==> config.mk <==
export PLATFORM = sky130hd
export DESIGN_NAME = uart_tx_param
export DESIGN_NICKNAME = d
export VERILOG_FILES = /design/src/rtl/uart_tx_param.sv
export SDC_FILE = /design/constraint.sdc
export NUM_CORES = 1
export LEC_CHECK = 0
export ABC_AREA = 1
export CAP_MARGIN = 20
export CORE_UTILIZATION = 55
export DETAILED_ROUTE_END_ITERATION = 8
export PLACE_DENSITY_LB_ADDON = 0.2
export SETUP_SLACK_MARGIN = 0.2
export SLEW_MARGIN = 40
export SYNTH_ARGS = -nofsm -noshare
export SYNTH_HDL_FRONTEND = slang
export SYNTH_SLANG_ARGS = --single-unit
==> constraint.sdc <==
create_clock -name clk_i -period 5.4 [get_ports clk_i]
set_clock_uncertainty 0.2 [all_clocks]
set_input_delay 1.35 -clock clk_i [delete_from_list [all_inputs] [get_ports clk_i]]
set_output_delay 1.35 -clock clk_i [all_outputs]
set_load 0.01 [all_outputs]
==> src/rtl/uart_tx_param.sv <==
// uart_tx_param: FIFO-buffered UART transmitter. It supports a configurable
// character width, parity and stop length, plus flush and timed break.
// Optional build macro UART_TX_CTS_EN adds cts_n_i flow control on frame start.
//
// state    | meaning
// ---------+-----------------------------------------------------------
// S_IDLE   | line high; start a queued frame or a requested break
// S_START  | start bit (line low) for one bit time
// S_DATA   | character bits, LSB first
// S_PARITY | parity bit (skipped when parity is disabled)
// S_STOP   | line high for 1, 1.5 or 2 bit times, then tx_done pulse
// S_BREAK  | line low for BREAK_BITS bit times, then break_done pulse
module uart_tx_param #(
    parameter int DATA_MAX_W = 9,
    parameter int FIFO_DEPTH = 16,
    parameter int OVS_RATIO  = 16,
    parameter int BREAK_BITS = 12
) (
    input  logic                          clk_i,
    input  logic                          rst_n_i,
    input  logic                          enable_i,
    input  logic                          ov_baud_rt_i,
    input  logic [DATA_MAX_W-1:0]         data_i,
    input  logic                          write_i,
    input  logic                          flush_i,
    input  logic [3:0]                    data_width_i,
    input  logic [1:0]                    parity_mode_i,
    input  logic [1:0]                    stop_bits_i,
    input  logic                          break_req_i,
`ifdef UART_TX_CTS_EN
    input  logic                          cts_n_i,
`endif
    output logic                          tx_o,
    output logic                          tx_done_o,
    output logic                          break_done_o,
    output logic                          fifo_full_o,
    output logic                          fifo_empty_o,
    output logic [$clog2(FIFO_DEPTH):0]   fifo_level_o,
    output logic                          overflow_o,
    output logic                          idle_o
);

    localparam int AW   = $clog2(FIFO_DEPTH);
    localparam int LW   = AW + 1;
    localparam int CW   = $clog2(2 * OVS_RATIO);
    localparam int BMAX = (BREAK_BITS > DATA_MAX_W) ? BREAK_BITS : DATA_MAX_W;
    localparam int BW   = $clog2(BMAX + 1);

    typedef enum logic [2:0] {
        S_IDLE, S_START, S_DATA, S_PARITY, S_STOP, S_BREAK
    } state_e;

    state_e                state_q, state_d;
    logic [CW-1:0]         cnt_q, cnt_d;
    logic [BW-1:0]         bit_q, bit_d;
    logic [DATA_MAX_W-1:0] shift_q, shift_d;
    logic [3:0]            width_q, width_d;
    logic [1:0]            par_mode_q, par_mode_d;
    logic [1:0]            stop_q, stop_d;
    logic                  par_q, par_d;
    logic                  tx_q, tx_d;
    logic                  done_q, done_d;
    logic                  brk_done_q, brk_done_d;

    logic [DATA_MAX_W-1:0] mem_q [FIFO_DEPTH];
    logic [AW-1:0]         wr_ptr_q, wr_ptr_d, rd_ptr_q, rd_ptr_d;
    logic [LW-1:0]         level_q, level_d;
    logic                  ovf_q, ovf_d;

    logic                  full, empty, push, pop, cts_ok, last_tick;
    logic [CW-1:0]         bit_last;
    logic [3:0]            width_in;

`ifdef UART_TX_CTS_EN
    logic [1:0] cts_sync_q, cts_sync_d;
    assign cts_sync_d = {cts_sync_q[0], cts_n_i};
    // Two-flop synchroniser; resets to "not clear" so nothing starts before the pin settles.
    always_ff @(posedge clk_i or negedge rst_n_i) begin
        if (!rst_n_i) cts_sync_q <= 2'b11;
        else          cts_sync_q <= cts_sync_d;
    end
    assign cts_ok = ~cts_sync_q[1];
`else
    assign cts_ok = 1'b1;
`endif

    assign full  = (level_q == LW'(FIFO_DEPTH));
    assign empty = (level_q == '0);
    // A write at full is still accepted when the FSM pops in the same cycle.
    assign push  = write_i && !flush_i && (!full || pop);
    assign ovf_d = write_i && !flush_i && full && !pop;

    // Clamp the requested width into the supported range before latching.
    always_comb begin
        width_in = data_width_i;
        if (data_width_i < 4'd5)                   width_in = 4'd5;
        else if (data_width_i > 4'(DATA_MAX_W))    width_in = 4'(DATA_MAX_W);
    end

    // Last tick index of the current bit; STOP stretches it to the latched stop length.
    always_comb begin
        bit_last = CW'(OVS_RATIO - 1);
        if (state_q == S_STOP) begin
            case (stop_q)
                2'b01:   bit_last = CW'(OVS_RATIO * 3 / 2 - 1);
                2'b10:   bit_last = CW'(2 * OVS_RATIO - 1);
                default: bit_last = CW'(OVS_RATIO - 1);
            endcase
        end
    end

    assign last_tick = ov_baud_rt_i && (cnt_q == bit_last);

    // Next-state, counters, frame configuration latch and line value.
    always_comb begin
        state_d    = state_q;
        cnt_d      = cnt_q;
        bit_d      = bit_q;
        shift_d    = shift_q;
        width_d    = width_q;
        par_mode_d = par_mode_q;
        stop_d     = stop_q;
        par_d      = par_q;
        done_d     = 1'b0;
        brk_done_d = 1'b0;
        pop        = 1'b0;

        if (state_q != S_IDLE && ov_baud_rt_i)
            cnt_d = last_tick ? '0 : cnt_q + CW'(1);

        case (state_q)
            S_IDLE: begin
                if (enable_i && !empty && cts_ok) begin
                    state_d    = S_START;
                    pop        = 1'b1;
                    shift_d    = mem_q[rd_ptr_q];
                    width_d    = width_in;
                    par_mode_d = parity_mode_i;
                    stop_d     = stop_bits_i;
                    par_d      = 1'b0;
                    cnt_d      = '0;
                    bit_d      = '0;
                end else if (break_req_i && empty) begin
                    state_d = S_BREAK;
                    cnt_d   = '0;
                    bit_d   = '0;
                end
            end
            S_START: if (last_tick) state_d = S_DATA;
            S_DATA: begin
                if (last_tick) begin
                    shift_d = shift_q >> 1;
                    par_d   = par_q ^ shift_q[0];
                    if (bit_q == BW'(width_q) - BW'(1)) begin
                        bit_d   = '0;
                        state_d = par_mode_q[1] ? S_STOP : S_PARITY;
                    end else begin
                        bit_d = bit_q + BW'(1);
                    end
                end
            end
            S_PARITY: if (last_tick) state_d = S_STOP;
            S_STOP: begin
                if (last_tick) begin
                    done_d  = 1'b1;
                    state_d = S_IDLE;
                end
            end
            S_BREAK: begin
                if (last_tick) begin
                    if (bit_q == BW'(BREAK_BITS - 1)) begin
                        bit_d      = '0;
                        brk_done_d = 1'b1;
                        state_d    = S_IDLE;
                    end else begin
                        bit_d = bit_q + BW'(1);
                    end
                end
            end
            default: state_d = S_IDLE;
        endcase

        if (flush_i) begin
            state_d    = S_IDLE;
            cnt_d      = '0;
            bit_d      = '0;
            pop        = 1'b0;
            done_d     = 1'b0;
            brk_done_d = 1'b0;
        end

        case (state_q)
            S_START:  tx_d = 1'b0;
            S_DATA:   tx_d = shift_q[0];
            S_PARITY: tx_d = par_mode_q[0] ? ~par_q : par_q;
            S_BREAK:  tx_d = 1'b0;
            default:  tx_d = 1'b1;
        endcase
    end

    // FSM and registered outputs.
    always_ff @(posedge clk_i or negedge rst_n_i) begin
        if (!rst_n_i) begin
            state_q    <= S_IDLE;
            cnt_q      <= '0;
            bit_q      <= '0;
            shift_q    <= '0;
            width_q    <= 4'd5;
            par_mode_q <= 2'b10;
            stop_q     <= 2'b00;
            par_q      <= 1'b0;
            tx_q       <= 1'b1;
            done_q     <= 1'b0;
            brk_done_q <= 1'b0;
        end else begin
            state_q    <= state_d;
            cnt_q      <= cnt_d;
            bit_q      <= bit_d;
            shift_q    <= shift_d;
            width_q    <= width_d;
            par_mode_q <= par_mode_d;
            stop_q     <= stop_d;
            par_q      <= par_d;
            tx_q       <= tx_d;
            done_q     <= done_d;
            brk_done_q <= brk_done_d;
        end
    end

    // FIFO pointer and level bookkeeping; flush overrides everything.
    always_comb begin
        wr_ptr_d = push ? wr_ptr_q + AW'(1) : wr_ptr_q;
        rd_ptr_d = pop  ? rd_ptr_q + AW'(1) : rd_ptr_q;
        case ({push, pop})
            2'b10:   level_d = level_q + LW'(1);
            2'b01:   level_d = level_q - LW'(1);
            default: level_d = level_q;
        endcase
        if (flush_i) begin
            wr_ptr_d = '0;
            rd_ptr_d = '0;
            level_d  = '0;
        end
    end

    // FIFO control registers.
    always_ff @(posedge clk_i or negedge rst_n_i) begin
        if (!rst_n_i) begin
            wr_ptr_q <= '0;
            rd_ptr_q <= '0;
            level_q  <= '0;
            ovf_q    <= 1'b0;
        end else begin
            wr_ptr_q <= wr_ptr_d;
            rd_ptr_q <= rd_ptr_d;
            level_q  <= level_d;
            ovf_q    <= ovf_d;
        end
    end

    // FIFO storage; contents need no reset because level gates every read.
    always_ff @(posedge clk_i) begin
        if (push) mem_q[wr_ptr_q] <= data_i;
    end

    assign tx_o         = tx_q;
    assign tx_done_o    = done_q;
    assign break_done_o = brk_done_q;
    assign fifo_full_o  = full;
    assign fifo_empty_o = empty;
    assign fifo_level_o = level_q;
    assign overflow_o   = ovf_q;
    assign idle_o       = (state_q == S_IDLE);

endmodule
==> results.toml, run 1 <==
[synthesis]
ys_seq_area_share_pct = 63.9
yosysTopAreaCell = "edfxtp_1"
synth_edf_count = 144
synth_cell_types = 42
synth_area_um2 = 8620
yosys_warnings = 0
yosys_most_used_dff = "edfxtp_1"
syn-instance-count = 816
synth-async-reset-ratio_pct = 24.6
syn_area_per_cell_um2 = 10.6
yosys-top-cells-area = "edfxtp_1, dfrtp_1, nand2_1, nand3_1, nor2_1"
synth_top_area_share_pct = 50.2
syn-num-nets = 853
synth_common_cells = "nand2_1, edfxtp_1, nand3_1"
synth.most_common_cell = "nand2_1"
ys_ff_latch = 191

[layout]
nets = 872
fin_util_pct = 63.5
final_layout_size_suffix_gt1_share_pct = 9.43
antenna_cells_inserted = 0
syn2layout_area_growth_pct = 12.4
instances_no_fill = 1059

[worst_setup_path]
critPathSlowestCell = "inv_1"
cp_data_required_time_ps = 5260
worstPathMaxFanout = 22
cp_cell_sequence = "clkdlybuf4s50_1 -> inv_1 -> nand2_2 -> nand2_1 -> nand2_2 -> inv_4 -> nand2_2 -> nor2_1"
critPathKind = "in2reg"
critPathArrivalTime_ps = 3850
worst_setup_path_start_kind = "input pin"
endpoint_kind = "register"
cp_common_cell = "nand2_2"
slowest_delay_ps = 630

[timing]
period_share_pct = 73.9
report.final.slew_viol_count = 0
setup_slack_ps = 1410
max_clock_freq_mhz = 251
hold_viol_final = 0
tns_ps = 0
rsz0062_at_grt = "false"
worst_pin_slew_ps = 808
setup_viol = 0
slew_headroom_pct = 45.9
period_minus_slack_ps = 3990

[floorplanning]
die_h_um = 127
ios = 36
initial_utilization_pct = 56.5
die_w_um = 127
dieArea_um2 = 16200
fp-row-count = 45
coreArea_um2 = 15300

[placement]
gp_congestion = 0.942
place_hpwl_um = 12800
io_buffers = 35
dp_cells = 1027
pre_cts_ws_ps = 963

[cts]
path_clk_slew_ps = 70
post_cts_resized = 0
clk-insertion-delay-late_ps = 430
cts_tree = "done"
cts_inserted_buffers = 17
cts.sinks = 191
cts_hold_buf = 0
cts_buffer_depth = 2
cts_root_buf = "clkbuf_16"
post_cts_buffers = 0
htree_levels = 4

[global_routing]
grt_pass1_wl_um = 31500
grt_pass1_vias = 5966
grt_start_max_net_pins = 82
gr-total-overflow = 0
track_usage_pct = 26.2
antenna_found_initial = 0

[detailed_routing]
drc = 0
postRouteAntennaNets = 0
viasPerCell = 5.77
dr.pass1.iters = 6
drt-total-wl_um = 19900
wl_per_cell_um = 18.8
num_vias = 6112
first_iter_violations = 590

[power_and_ir_drop]
powerDensity_nw_per_um2 = 446
ir_drop_uv = 236
leakage_nw = 3.72
finalPower_mw = 4.32

[status]
outcome = "finished clean"

[job]
cap_violations = 0

[min_path]
min_path_type = "reg2reg"
-- power breakdown --
| group | switching (mW) | leakage (nW) | total (mW) | internal [mW] |
|---|---|---|---|---|
| Sequential | 0.0826 | 1.90 | 1.79 | 1.71 |
| Clock | 0.549 | 0.299 | 1.34 | 0.786 |
| Combinational | 0.806 | 1.51 | 1.20 | 0.389 |
-- final timing paths --
check | cells past startpoint | slack (ps) | end | startpoint
setup / recovery | 8 | 1410 | mem_q[3][7]$_DFFE_PP_ | flush_i
hold reg to reg | 2 | 280 | stop_q[0]$_DFFE_PN0N_ | stop_q[0]$_DFFE_PN0N_
setup reg to reg | 10 | 2510 | mem_q[3][7]$_DFFE_PP_ | fifo_level_o[0]$_DFFE_PN0P_
max in group asynchronous | 1 | 3830 | rd_ptr_q[0]$_DFFE_PN0P_ | rst_n_i
min in group asynchronous | 1 | 720 | fifo_level_o[4]$_DFFE_PN0P_ | rst_n_i
hold / removal | 2 | 280 | stop_q[0]$_DFFE_PN0N_ | stop_q[0]$_DFFE_PN0N_
-- per-stage QoR --
stage / hold WS (ps) / instance area, um^2
5_1_grt: 324 / 9690
4_1_cts: 288 / 9710
3_3_place_gp: 265 / 9070
3_5_place_dp: 270 / 9080
6_report: 283 / 9690
2_1_floorplan: 248 / 8620
-- sequential cells by signal, summed over array words and instances (netlist names), 2 cells and up --
register,flops
mem_q,144
shift_q,9
cnt_q,5
fifo_level_o,5
bit_q,4
rd_ptr_q,4
width_q,4
wr_ptr_q,4
state_q,3
par_mode_q,2
stop_q,2
-- layer usage --
layer  GRT usage (%)  vias up  part of all wire, %
met5               0        -                    0
met4            11.6        0                  3.0
met3            5.44       51                  6.6
met2            42.6      270                   48
met1            34.4     2950                   43
li1                -     2841                    -
-- layout by cell type (no fill, tap or decap), types with 3 or more instances in the layout --
master	n
nand2_1	156
edfxtp_1	144
nand3_1	108
nor2_1	99
o21ai_0	52
inv_1	49
dfrtp_1	42
clkdlybuf4s50_1	30
o211ai_1	21
clkbuf_16	17
a21oi_1	13
nand2_2	12
ha_1	12
xor2_1	8
inv_2	7
nand4_1	5
nand3_2	5
o21ai_1	5
xnor2_1	4
nor3_1	4
o21bai_1	4
o221ai_1	4
bufinv_16	4
inv_6	4
dfstp_2	4
nor2_4	3
buf_4	3
buf_2	3
-- layout make-up --
type / instances / area [um^2]
clock inverter: 13 / 198
sequential: 191 / 5510
clock buffer: 19 / 433
inverter: 59 / 226
multi-input combinational: 529 / 2720
fill: 1181 / 5570
tap: 211 / 264
timing repair buffer: 37 / 343
-- critical path, delay by kind of cell --
family                 cells  cell delay (ps)
AND/OR/NAND/NOR            5             1140
buffers and inverters      3             1340
-- kinds of logic (layout without fill, tap and decap cells) --
| kind of cell | after synthesis | after routing | share of synthesized area [%] |
|---|---|---|---|
| AOI/OAI and AO/OA | 103 | 103 | 7.20 |
| xor gates and xnor gates | 12 | 12 | 1.22 |
| adders and majority gates | 13 | 13 | 1.97 |
| buffers and inverters | 96 | 128 | 4.59 |
| DFF | 191 | 191 | 63.9 |
| muxes | 1 | 1 | 0.116 |
| and+or+nand+nor | 400 | 400 | 21.0 |
No activity file was read; power rests on OpenSTA's default activity.
==> run 2: changes to the inputs <==
- clock period: 5.4 -> 3.78 ns (I/O delays scaled with it)
==> run 2 against run 1 <==
Utilization is 0.64 points higher. Critical path depth is 4 lower. Sequential share of layout area fell by 0.57 points. Final area up 1.0%. Flip-flop and latch count is the same. Power grew 40%. Setup slack worse by 750 ps. First-iteration DRC count rose by 6.1%. Non-clock buffer count up 20. Largest cell class unchanged. Worst hold slack got worse by 1.4 ps. Die area unchanged. Register-to-register slack lost 1300 ps.
==> results.toml, run 2 (synthesis gave the netlist of run 1 again) <==
[min_path]
whs_path_depth = 2
min_path_type = "reg2reg"

[worst_setup_path]
reg2reg_depth = 14
slowest_delay_ps = 610
endpoint_kind = "output port"
cp_data_required_time_ps = 2630
path_depth = 4
cp_cell_sequence = "inv_1 -> nand3_1 -> nor2_1 -> clkdlybuf4s50_1"
crit_family = "buffers and inverters"
critPathKind = "reg2out"
worstPathBufferInverterCount = 2
critPathArrivalTime_ps = 1980
worstPathMaxFanout = 5
worst_setup_path_start_kind = "register"
critPathSlowestCell = "clkdlybuf4s50_1"

[timing]
rsz0062_at_grt = "false"
tns_ps = 0
setup_viol = 0
max_clock_freq_mhz = 320
hold_viol_final = 0
period_share_pct = 82.7
period_minus_slack_ps = 3120
worst_pin_slew_ps = 792
hold_slack_ps = 282
slew_headroom_pct = 47.0
setup_slack_ps = 655
report.final.slew_viol_count = 0

[placement]
gp_congestion = 0.878
io_buffers = 35
dpl-instance-area_um2 = 9220
dp_cells = 1047
place_hpwl_um = 13100
pre_cts_ws_ps = 536

[layout]
syn2layout_area_growth_pct = 13.5
fin_area_um2 = 9780
largest_reg_flops = 144
top_register = "mem_q"
nets = 892
layout_common_cells = "nand2_1, edfxtp_1, nand3_1, nor2_1, o21ai_0"
fill_cells = 1198
fin_util_pct = 64.1
instances_no_fill = 1077
final_common_cell = "nand2_1"
reg_top3 = "mem_q: 144 flops, shift_q: 9 flops"
antenna_cells_inserted = 0
final_layout_size_suffix_gt1_share_pct = 11.3

[global_routing]
grt_pass1_wl_um = 31800
grt_pass1_vias = 6004
gr-total-overflow = 0
track_usage_pct = 26.4
grt_start_max_net_pins = 81
antenna_found_initial = 0

[power_and_ir_drop]
powerDensity_nw_per_um2 = 619
power.internal_mw = 3.99
p_seq_share_pct = 42.2
pwr-share-comb_pct = 28.5
ir_drop_uv = 344
p_switching_mw = 2.06
power.share.clock_pct = 29.3
leakage_nw = 3.81
sw_frac_of_total_pct = 34.1
finalPower_mw = 6.05

[floorplanning]
initial_utilization_pct = 56.5
coreArea_um2 = 15300
dieArea_um2 = 16200
die_w_um = 127
die_h_um = 127
fp-row-count = 45
ios = 36

[cts]
cts_buffer_depth = 2
cts_root_buf = "clkbuf_16"
cts_tree = "done"
path_clk_slew_ps = 70
htree_levels = 4
cts_hold_buf = 0
clk-insertion-delay-late_ps = 430
post_cts_resized = 0
cts.sinks = 191
post_cts_buffers = 0
cts_inserted_buffers = 17

[detailed_routing]
first_iter_violations = 626
drc = 0
dr.pass1.iters = 5
drt-total-wl_um = 20100
postRouteAntennaNets = 0
num_vias = 6100
wl_per_cell_um = 18.6
viasPerCell = 5.66

[status]
outcome = "finished clean"

[job]
cap_violations = 0
## run 2: layer usage
metal / wire (um) / GRT usage, %
met2: 9870 / 43.8
met3: 1250 / 4.86
met4: 381 / 8.96
met5: 0 / 0
met1: 8580 / 35.5
## run 2: power groups by stage
stage | sequential [mW] | clock (mW) | combinational [mW]
floorplan | 2.57 | 0 | 1.25
global placement | 2.59 | 0 | 1.67
detailed placement | 2.60 | 0 | 1.72
CTS | 2.55 | 1.79 | 1.73
global route | 2.57 | 1.87 | 1.92
finish | 2.55 | 1.77 | 1.73
## run 2: worst paths after layout
check,from,endpoint,slack (ps)
worst max register to register,fifo_level_o[0]$_DFFE_PN0P_,fifo_level_o[4]$_DFFE_PN0P_,1220
max in group asynchronous,rst_n_i,rd_ptr_q[0]$_DFFE_PN0P_,2610
worst min-delay path,stop_q[0]$_DFFE_PN0N_,stop_q[0]$_DFFE_PN0N_,280
worst max-delay path,fifo_level_o[0]$_DFFE_PN0P_,fifo_full_o,660
min in group asynchronous,rst_n_i,fifo_level_o[1]$_DFFE_PN0P_,330
worst min register to register,stop_q[0]$_DFFE_PN0N_,stop_q[0]$_DFFE_PN0N_,280
## run 2: cell type report
type,count,area [um^2],share of cell area [%]
Clock inverter,13,150,1.53
Inverter,59,224,2.29
Timing Repair Buffer,57,498,5.09
Multi-Input combinational cell,529,2720,27.8
Clock buffer,17,425,4.35
Tap cell,211,264,2.70
Sequential cell,191,5510,56.3
## run 2: worst reg2reg max path: stages (launching register included)
cell and delay (ps):
dfrtp_1 410, inv_1 160, nand4_1 170, nand2_2 170
nor2_8 40, nand3_2 110, inv_2 80, ha_1 340
nand2_1 80, o21ai_0 200, xor2_1 240, nor2_1 80
nor2_1 90, nand3_1 70, nand2_1 70
==> run 3: changes to the inputs <==
- clock period: 3.78 -> 2.6 ns (I/O delays scaled with it)
==> run 3 against run 2 <==
Register-to-register slack worse by 920 ps. Sequential share of layout area down 3.0 points. Count of clock-buffer cells in the layout up 1. Critical path depth unchanged. Die area unchanged. Non-clock buffer count up 48. Final area up 5.7%. Sequential power up 45%. Power up 51%. Global-route usage down 0.17 points.
==> results.toml, run 3 (synthesis gave the netlist of run 1 again) <==
[cts]
cts.sinks = 191
cts_inserted_buffers = 17
cts_tree = "done"
cts_root_buf = "clkbuf_16"
path_clk_slew_ps = 70
cts_buffer_depth = 2
clk-insertion-delay-late_ps = 440
htree_levels = 4

[floorplanning]
fp-row-count = 45
initial_utilization_pct = 56.5
ios = 36
coreArea_um2 = 15300
die_h_um = 127
die_w_um = 127
dieArea_um2 = 16200

[worst_setup_path]
worst_setup_path_start_kind = "register"
endpoint_kind = "output port"
critPathArrivalTime_ps = 1530
cp_data_required_time_ps = 1750
worstPathMaxFanout = 5
critical_path.startpoint = "state_q[0]$_DFFE_PN0P_"
critPathKind = "reg2out"
worstReg2RegStart = "fifo_level_o[0]$_DFFE_PN0P_"

[detailed_routing]
wl_per_cell_um = 17.9
drc = 0
first_iter_violations = 567
viasPerCell = 5.66
num_vias = 6384
drt-total-wl_um = 20100
dr.pass1.iters = 7
postRouteAntennaNets = 0

[power_and_ir_drop]
ir_drop_uv = 529
leakage_nw = 4.09
powerDensity_nw_per_um2 = 886

[layout]
fin_util_pct = 67.8
nets = 940
reg_top3 = "mem_q: 144 flops, shift_q: 9 flops"
fill_cells = 1110
layout_common_cells = "nand2_1, edfxtp_1, nand3_1, nor2_1, buf_4"
final_layout_size_suffix_gt1_share_pct = 17.4
largest_reg_flops = 144
fin_area_um2 = 10300
antenna_cells_inserted = 0
syn2layout_area_growth_pct = 20.0
top_register = "mem_q"
final_common_cell = "nand2_1"

[timing]
setup_viol = 0
max_clock_freq_mhz = 421
setup_slack_ps = 223
rsz0062_at_grt = "true"
hold_viol_final = 0
tns_ps = 0
slew_headroom_pct = 53.8
report.final.slew_viol_count = 0
period_share_pct = 91.4
period_minus_slack_ps = 2380
hold_slack_ps = 294
worst_pin_slew_ps = 693

[job]
cap_violations = 0

[status]
outcome = "finished clean"

[global_routing]
grt_use_met1_pct = 33.1
gr-total-overflow = 0
antenna_found_initial = 0
track_usage_pct = 26.3
groute.layer.met2.usage_pct = 45.5
busiest_layer = "met2"
grt_pass1_wl_um = 32100
grt_pass1_vias = 6409
met3_usage_pct = 4.86
grt_start_max_net_pins = 81

[placement]
dpl-instance-area_um2 = 9540
place_hpwl_um = 13200
io_buffers = 35
pre_cts_ws_ps = -215
gp_congestion = 0.880

[min_path]
min_path_type = "reg2reg"
min_from = "stop_q[0]$_DFFE_PN0N_"
## run 3: cell type report
class                           instances  area [um^2]  share of cell area, %
Clock buffer                           18          429                   4.15
Clock inverter                         14          170                   1.65
Inverter                               59          229                   2.21
Multi-Input combinational cell        529         2790                   26.9
Sequential cell                       191         5510                   53.3
Tap cell                              211          264                   2.55
Timing Repair Buffer                  105          957                   9.25
## run 3: path summary, 6_finish.rpt
path / end / slack (ps) / cells past startpoint
max: idle_o / 220 / 4
min reg2reg: stop_q[0]$_DFFE_PN0N_ / 290 / 2
max in group asynchronous: tx_o$_DFF_PN1_ / 1380 / 3
min in group asynchronous: fifo_level_o[2]$_DFFE_PN0P_ / 530 / 3
max reg2reg: mem_q[12][0]$_DFFE_PP_ / 300 / 13
min: stop_q[0]$_DFFE_PN0N_ / 290 / 2
## run 3: critical path, stage by stage (launching register included)
cell and delay [ps]:
dfrtp_2 430, nor2_4 150, nand2_4 120, inv_1 120, dlygate4sd2_1 270
## run 3: routing by layer
layer | part of all wire (%) | up-vias
met2 | 50 | 284
met3 | 6.8 | 52
met4 | 2.9 | 0
met1 | 41 | 3061
met5 | 0 | -
li1 | - | 2987
## run 3: per-stage QoR
step	instances	total power [mW]
finish	1127	9.16
global route	1127	9.64
CTS	1118	9.11
detailed placement	1079	6.44
global placement	1079	6.35
floorplan	816	5.55
## run 3: report_power, final
part	switching (mW)	total (mW)	internal, mW
sequential	0.156	3.70	3.54
combinational	1.74	2.80	1.06
clock	1.21	2.66	1.46
## run 3: timing repair
| action | in CTS | in global routing |
|---|---|---|
| setup endpoints to repair | 5 | 131 |
| setup buffers | 6 | 6 |
| hold buffers | 1 | 0 |
| endpoints found under the hold margin | 42 | 0 |
| cloned | 0 | 3 |
| pin swaps | 3 | 8 |
| gates resized for setup | 9 | 28 |
